==> config.mk <==
export PLATFORM = sky130hd
export DESIGN_NAME = b12_loader_flat
export DESIGN_NICKNAME = d
export VERILOG_FILES = /design/src/rtl/nn_pkg.sv /design/src/rtl/b12_loader_if.sv /design/src/rtl/b12_loader.sv /design/src/flat_wrapper.sv
export SDC_FILE = /design/constraint.sdc
export NUM_CORES = 1
export LEC_CHECK = 0
export CAP_MARGIN = 20
export CORE_ASPECT_RATIO = 2
export CORE_MARGIN = 3
export CORE_UTILIZATION = 56
export CTS_BUF_LIST = sky130_fd_sc_hd__clkbuf_2 sky130_fd_sc_hd__clkbuf_4 sky130_fd_sc_hd__clkbuf_8
export DETAILED_ROUTE_END_ITERATION = 12
export PLACE_DENSITY = 0.88
export RECOVER_POWER = 25
export SLEW_MARGIN = 20
export SYNTH_ARGS = -nofsm -noshare
export SYNTH_HDL_FRONTEND = slang
export SYNTH_SLANG_ARGS = --single-unit
export TNS_END_PERCENT = 1
==> constraint.sdc <==
create_clock -name clk -period 3.9 [get_ports clk]
set_input_delay 0.78 -clock clk [delete_from_list [all_inputs] [get_ports clk]]
set_output_delay 0.78 -clock clk [all_outputs]
set_load 0.005 [all_outputs]
==> src/rtl/nn_pkg.sv <==
// Shared definitions for the layer-1/2 bias path: store geometry and the
// b12 loader state encoding.
package nn_pkg;

   localparam int B12_DEPTH  = 20;
   localparam int B12_ADDR_W = 5;
   localparam int BIAS_W     = 16;

   localparam logic [2:0] B12_IDLE  = 3'd0;
   localparam logic [2:0] B12_LO    = 3'd1;
   localparam logic [2:0] B12_HI    = 3'd2;
   localparam logic [2:0] B12_WRITE = 3'd3;
   localparam logic [2:0] B12_DONE  = 3'd4;

endpackage

==> src/rtl/b12_loader_if.sv <==
// Byte-stream handshake plus bias-memory write port of the b12 loader.
// master = host/byte source side, slave = loader side.
interface b12_loader_if
   import nn_pkg::*;
#(
   parameter int ADDR_W = B12_ADDR_W,
   parameter int DATA_W = BIAS_W
);
   logic                     start;
   logic [7:0]               in_byte;
   logic                     in_valid;
   logic                     in_ready;
   logic signed [DATA_W-1:0] b12_wrdata;
   logic [ADDR_W-1:0]        wr_b12addr;
   logic                     we;
   logic                     busy;
   logic                     done;
   logic [15:0]              checksum;

   modport master (
      output start, in_byte, in_valid,
      input  in_ready, b12_wrdata, wr_b12addr, we, busy, done, checksum
   );

   modport slave (
      input  start, in_byte, in_valid,
      output in_ready, b12_wrdata, wr_b12addr, we, busy, done, checksum
   );
endinterface

==> src/rtl/b12_loader.sv <==
// Packs byte pairs (low byte first) into signed bias words and writes DEPTH of
// them to consecutive bias-memory addresses, keeping a mod-2^16 checksum.
module b12_loader
   import nn_pkg::*;
#(
   parameter int DEPTH  = B12_DEPTH,
   parameter int ADDR_W = B12_ADDR_W,
   parameter int DATA_W = BIAS_W
) (
   input logic         clk,
   input logic         rst_n,
   b12_loader_if.slave bus
);

   logic [2:0]               r_state;
   logic [ADDR_W-1:0]        r_cnt;
   logic signed [DATA_W-1:0] r_word;
   logic [15:0]              r_csum;

   logic w_in_ready;
   logic w_xfer;
   logic w_last;

   function automatic logic [15:0] csum_add(input logic [15:0] acc,
                                            input logic signed [DATA_W-1:0] w);
      return acc + 16'(w);
   endfunction

   // All outputs decode from registered state; nothing flows through from start/in_valid.
   assign w_in_ready = (r_state == B12_LO) || (r_state == B12_HI);
   assign w_xfer     = bus.in_valid && w_in_ready;
   assign w_last     = (r_cnt == ADDR_W'(DEPTH - 1));

   assign bus.in_ready   = w_in_ready;
   assign bus.we         = (r_state == B12_WRITE);
   assign bus.busy       = w_in_ready || (r_state == B12_WRITE);
   assign bus.done       = (r_state == B12_DONE);
   assign bus.wr_b12addr = r_cnt;
   assign bus.b12_wrdata = r_word;
   assign bus.checksum   = r_csum;

   always_ff @(posedge clk) begin
      if (!rst_n) begin
         r_state <= B12_IDLE;
         r_cnt   <= '0;
         r_word  <= '0;
         r_csum  <= '0;
      end else begin
         case (r_state)
            B12_IDLE: begin
               if (bus.start) begin
                  r_cnt   <= '0;
                  r_csum  <= '0;
                  r_state <= B12_LO;
               end
            end
            B12_LO: begin
               if (w_xfer) begin
                  r_word[7:0] <= bus.in_byte;
                  r_state     <= B12_HI;
               end
            end
            B12_HI: begin
               if (w_xfer) begin
                  r_word[DATA_W-1:8] <= bus.in_byte;
                  r_state            <= B12_WRITE;
               end
            end
            B12_WRITE: begin
               // Memory captures r_word at the edge leaving this state.
               r_csum <= csum_add(r_csum, r_word);
               if (w_last) begin
                  r_state <= B12_DONE;
               end else begin
                  r_cnt   <= r_cnt + ADDR_W'(1);
                  r_state <= B12_LO;
               end
            end
            B12_DONE: r_state <= B12_IDLE;
            default:  r_state <= B12_IDLE;
         endcase
      end
   end

endmodule
==> src/flat_wrapper.sv <==
// flat-port wrapper written by rule: the top's interface ports become plain ports
module b12_loader_flat import nn_pkg::*;
#(
   parameter int DEPTH  = B12_DEPTH,
   parameter int ADDR_W = B12_ADDR_W,
   parameter int DATA_W = BIAS_W
)
  (clk, rst_n, bus_start, bus_in_byte, bus_in_valid, bus_in_ready, bus_b12_wrdata, bus_wr_b12addr, bus_we, bus_busy, bus_done, bus_checksum);
  b12_loader_if #(.ADDR_W(ADDR_W), .DATA_W(DATA_W)) bus_i ();
  input logic clk;
  input logic rst_n;
  input wire logic [$bits(bus_i.start)-1:0] bus_start;
  input wire logic [$bits(bus_i.in_byte)-1:0] bus_in_byte;
  input wire logic [$bits(bus_i.in_valid)-1:0] bus_in_valid;
  output wire logic [$bits(bus_i.in_ready)-1:0] bus_in_ready;
  output wire logic [$bits(bus_i.b12_wrdata)-1:0] bus_b12_wrdata;
  output wire logic [$bits(bus_i.wr_b12addr)-1:0] bus_wr_b12addr;
  output wire logic [$bits(bus_i.we)-1:0] bus_we;
  output wire logic [$bits(bus_i.busy)-1:0] bus_busy;
  output wire logic [$bits(bus_i.done)-1:0] bus_done;
  output wire logic [$bits(bus_i.checksum)-1:0] bus_checksum;
  assign bus_i.start = bus_start;
  assign bus_i.in_byte = bus_in_byte;
  assign bus_i.in_valid = bus_in_valid;
  assign bus_in_ready = bus_i.in_ready;
  assign bus_b12_wrdata = bus_i.b12_wrdata;
  assign bus_wr_b12addr = bus_i.wr_b12addr;
  assign bus_we = bus_i.we;
  assign bus_busy = bus_i.busy;
  assign bus_done = bus_i.done;
  assign bus_checksum = bus_i.checksum;
  b12_loader #(.DEPTH(DEPTH), .ADDR_W(ADDR_W), .DATA_W(DATA_W)) u_core (.clk(clk), .rst_n(rst_n), .bus(bus_i));
endmodule
Yosys cells after proc, flatten, opt, wreduce, memory -nomap -nowiden
Index checks and enable logic that the tools add are counted.
- word-level logic and storage cells: 36
- bits in registers: 40
- output and inout bits: 41
- mux-type cells: 10
- reduce and logical (&&, ||, !) cells: 10
- equal/unequal tests: 9
- add/sub/neg operators: 2
- operators by type and width (operator ; count):
    $pmux 16 s2 ; 1
    $add 16x16->16 ; 1
    $mux 16 ; 1
    $mux 3 ; 4
    $pmux 3 s4 ; 1
    $mux 5 ; 2
    $pmux 5 s2 ; 1
    $eq 3x2->1 const B ; 2
    $reduce_and 2->1 ; 3
    $reduce_and 3->1 ; 2
    $add 5x1->5 const B ; 1
    $eq 5x5->1 const B ; 1
    $ne 2x1->1 const B ; 2
    $ne 2x2->1 const B ; 2
    $eq 3x1->1 const B ; 1
    $eq 3x3->1 const B ; 1
    $logic_not 3->1 ; 1
    $logic_or 1x1->1 ; 2
    $reduce_bool 2->1 ; 1
    $logic_and 1x1->1 ; 1

Longest topological paths before layout
- word-level depth: 5
- mapped depth: 9
- mapped depth without buffers: 9

Worst setup path after synthesis
No wires, ideal clock.
- path type: flip-flop to flip-flop
- start point: register u_core.r_csum[0] (netlist: u_core.bus.checksum[0])
- end point: register u_core.r_csum[14] (netlist: u_core.bus.checksum[14])
- data required time: 3.783 ns
- path slack: 1.778 ns
- arrival time: 2.005 ns
- cell stages (with the launch flop): 10
- library setup time: 0.117 ns
- cells stage by stage: dfxtp_1 > ha_1 > inv_1 > fa_1 > nor2b_1 > o2111ai_1 > a21oi_1 > a41oi_2 > xnor2_1 > a22o_1
- word-level cells in the longest chain between the ends: 2
- ends and longest elaborated chain (item ; RTL line ; source):
    from (decl) ; b12_loader.sv:18 ; logic [15:0] r_csum;
    from (signal assigned) ; b12_loader.sv:71 ; r_csum <= csum_add(r_csum, r_word);
    $add 16x16->16 ; b12_loader.sv:26 ; return acc + 16'(w);
    $pmux 16 s2 ; b12_loader.sv:49 ; case (r_state)
No other way between the ends.
A chain may end at the register's enable or synchronous reset.

==> impl_metrics.json <==
{
  "min_path_type": "register to register",
  "tns_ns": 0,
  "post-route-min-period_ns": 2.87,
  "grt_start_max_net_pins": 30,
  "finalWirelength_um": 5440,
  "pwr-share-seq_pct": 49.0,
  "start_kind": "input pin",
  "cts_tree": "built",
  "layout_commonest_cell": "clkdlybuf4s50_1",
  "internal_power_uw": 666,
  "vias_per_cell": 5.64,
  "dpl.cell_count": 337,
  "max_cap_viol_count": 0,
  "yosysWarnings": 0,
  "portBuffers": 52,
  "diodes": 0,
  "synth_cell_types": 43,
  "die_x_um": 51.3,
  "p_per_area_nw_per_um2": 295,
  "relSlewSlack_pct": 32.3,
  "grt_pass1_wl_um": 8960,
  "syn-num-nets": 272,
  "first_global_vias": 1948,
  "finalCritPeriodShare_pct": 73.5,
  "yosys_most_used_dff": "dfxtp_1",
  "reg2reg_slack_ns": 1.49,
  "dp_hpwl_um": 4200,
  "cts_max_path_buffers": 2,
  "ir_drop_v": 0.000353,
  "clkPwrFrac_pct": 39.2,
  "worstMarginPinSlew_ns": 1.02,
  "holdPathStages": 1,
  "dieArea_um2": 4950,
  "start_util_pct": 59.1,
  "clock-sinks": 40,
  "mostFrequentLayoutCells": "45 x clkdlybuf4s50_1, 40 x dfxtp_1, 29 x nor2b_1",
  "skew_ns": 0.0113,
  "r2r_end": "u_core.bus.checksum[10]",
  "synth-edff-count": 0,
  "cp_data_required_time_ns": 4.13,
  "drtIter0Drc": 35,
  "grt.total_usage_pct": 24.2,
  "status": "finished clean",
  "yosys_register_bits": 40,
  "rsz0062_at_grt": "false",
  "numCtsBuffers": 5,
  "async_reset_ff_share_pct": 0,
  "synth_compound_area_share_pct": 21.6,
  "wl_per_cell_um": 15.8,
  "post_cts_resized": 0,
  "cts_hold_buffers": 0,
  "drc_errors": 0,
  "setup_violations": 0,
  "core_um2": 3880,
  "ios": 53,
  "path_cells": "dlygate4sd3_1 -> clkbuf_1 -> nand2b_1 -> nor2_1 -> a22o_1",
  "path_class": "input pin to register",
  "fin_nets": 322,
  "grt_antenna_before_repair": 0,
  "final_cells": 345,
  "root_buffer": "clkbuf_8",
  "fmax_mhz": 349,
  "ff2ff_path_depth": 9,
  "chipHeight_um": 96.5,
  "yosys.area_share.adder_pct": 9.60,
  "r2r_start": "u_core.bus.checksum[0]",
  "grt-ovfl-total": 0,
  "critical_path_arrival_ns": 3.10,
  "synthSimpleGateAreaFrac_pct": 17.6,
  "crit_path_end_kind": "register",
  "final_layout_size_suffix_gt1_share_pct": 6.12,
  "crit_path_top_delay_cell": "clkbuf_1",
  "hold_viol": 0,
  "critPathMaxStageDelay_ns": 0.75,
  "p_switching_uw": 202,
  "combinationalPowerShare_pct": 11.7,
  "synthMuxAreaShare_pct": 6.98,
  "p_sw_share_pct": 23.3,
  "insertion_delay_ns": 0.30,
  "slew_viol_final": 0,
  "area_growth_pct": 28.5,
  "path_max_fanout": 29,
  "gp_congestion": 0.830,
  "synthCells": 243,
  "vias": 1946,
  "antenna_left": 0,
  "synth_xor_area_share_pct": 6.87,
  "yosysSeqAreaShare_pct": 34.9,
  "rows": 32,
  "path_clk_slew_ns": 0.07,
  "min-delay-start": "u_core.bus.checksum[12]",
  "synth_top_family_by_area": "compound AO/OA/AOI/OAI gates",
  "power.leakage_uw": 0.00115,
  "cts_setup_buffers": 0,
  "htreeDepth": 2,
  "avgSynthCellArea_um2": 9.44,
  "firstDrtPassIters": 5,
  "synth_area_um2": 2290,
  "hold_path_end": "u_core.bus.checksum[12]"
}
## how the worst max path moves through the flow
stage / cells past startpoint / startpoint / endpoint / slack, ns
2_1_floorplan: 9 / u_core.bus.checksum[0] / u_core.bus.checksum[14] / 1.78
5_1_grt: 5 / rst_n / u_core.bus.checksum[12] / 0.87
3_5_place_dp: 5 / rst_n / u_core.bus.checksum[8] / 1.43
4_1_cts: 3 / u_core.r_state[1] / bus_we / 1.11
6_report: 5 / rst_n / u_core.bus.checksum[10] / 1.03
3_3_place_gp: 5 / rst_n / u_core.bus.checksum[10] / 1.44
## synthesized netlist by cell type (all sizes together), types with 6 or more instances
| cell type | n | area share, % |
|---|---|---|
| nand2 | 13 | 2.1 |
| nor2 | 17 | 3.2 |
| nor2b | 29 | 7.9 |
| dfxtp | 40 | 35 |
| ha | 16 | 8.7 |
| a22oi | 7 | 2.3 |
| a22o | 8 | 3.1 |
| a21oi | 19 | 4.1 |
| o21ai | 6 | 1.3 |
| xor2 | 7 | 2.7 |
| mux2i | 16 | 7.0 |
| xnor2 | 11 | 4.2 |
## per-layer routing
metal	track usage, %	share of wire, %	vias to the layer above
li1	-	-	972
met3	5.22	3.1	9
met5	0	0	-
met1	24.8	36	920
met4	8.53	1.9	0
met2	46.7	59	45
## worst max-delay path: cells and delay by family
family | cells | cell delay [ns]
and+or+nand+nor | 2 | 0.81
AOI/OAI and AO/OA | 1 | 0.22
buffers and inverters | 2 | 1.27
## stage by stage
stage / utilization, % / setup slack (ns) / hold slack, ns / total power, uW / instance area (um^2)
6_report: 75.9 / 1.03 / 0.513 / 869 / 2950
3_3_place_gp: 73.1 / 1.44 / 0.496 / 536 / 2840
4_1_cts: 76.0 / 1.11 / 0.527 / 877 / 2950
2_1_floorplan: - / 1.78 / 0.504 / 493 / 2290
5_1_grt: 75.9 / 0.866 / 0.548 / 905 / 2950
3_5_place_dp: 73.1 / 1.43 / 0.509 / 539 / 2840
## power by group through the flow
stage,clock [uW],sequential [uW],combinational (uW)
6_report,341,426,102
3_3_place_gp,0,435,101
3_5_place_dp,0,436,103
2_1_floorplan,0,433,60.6
4_1_cts,347,426,103
5_1_grt,365,428,112
## final cells by class
cell class                 count  area (um^2)
multi-input combinational    190         1440
fill                         304          936
sequential                    40          801
timing repair buffer          53          524
clock buffer                   6         76.3
tap                           51         63.8
clock inverter                 2         35.0
inverter                       3         11.3
## cells by family after synthesis
group,count (synthesis)
and+or+nand+nor,74
muxes,16
DFF,40
adders and majority gates,17
xor gates and xnor gates,18
buffers and inverters,13
AOI/OAI and AO/OA,65
## state kept, by name, indices dropped and copies added, names as in the netlist
signal	flops
u_core.bus.wr_b12addr	5
u_core.bus.checksum	16
u_core.bus.b12_wrdata	16
u_core.r_state	3
Power figures use the tool's default switching activity.
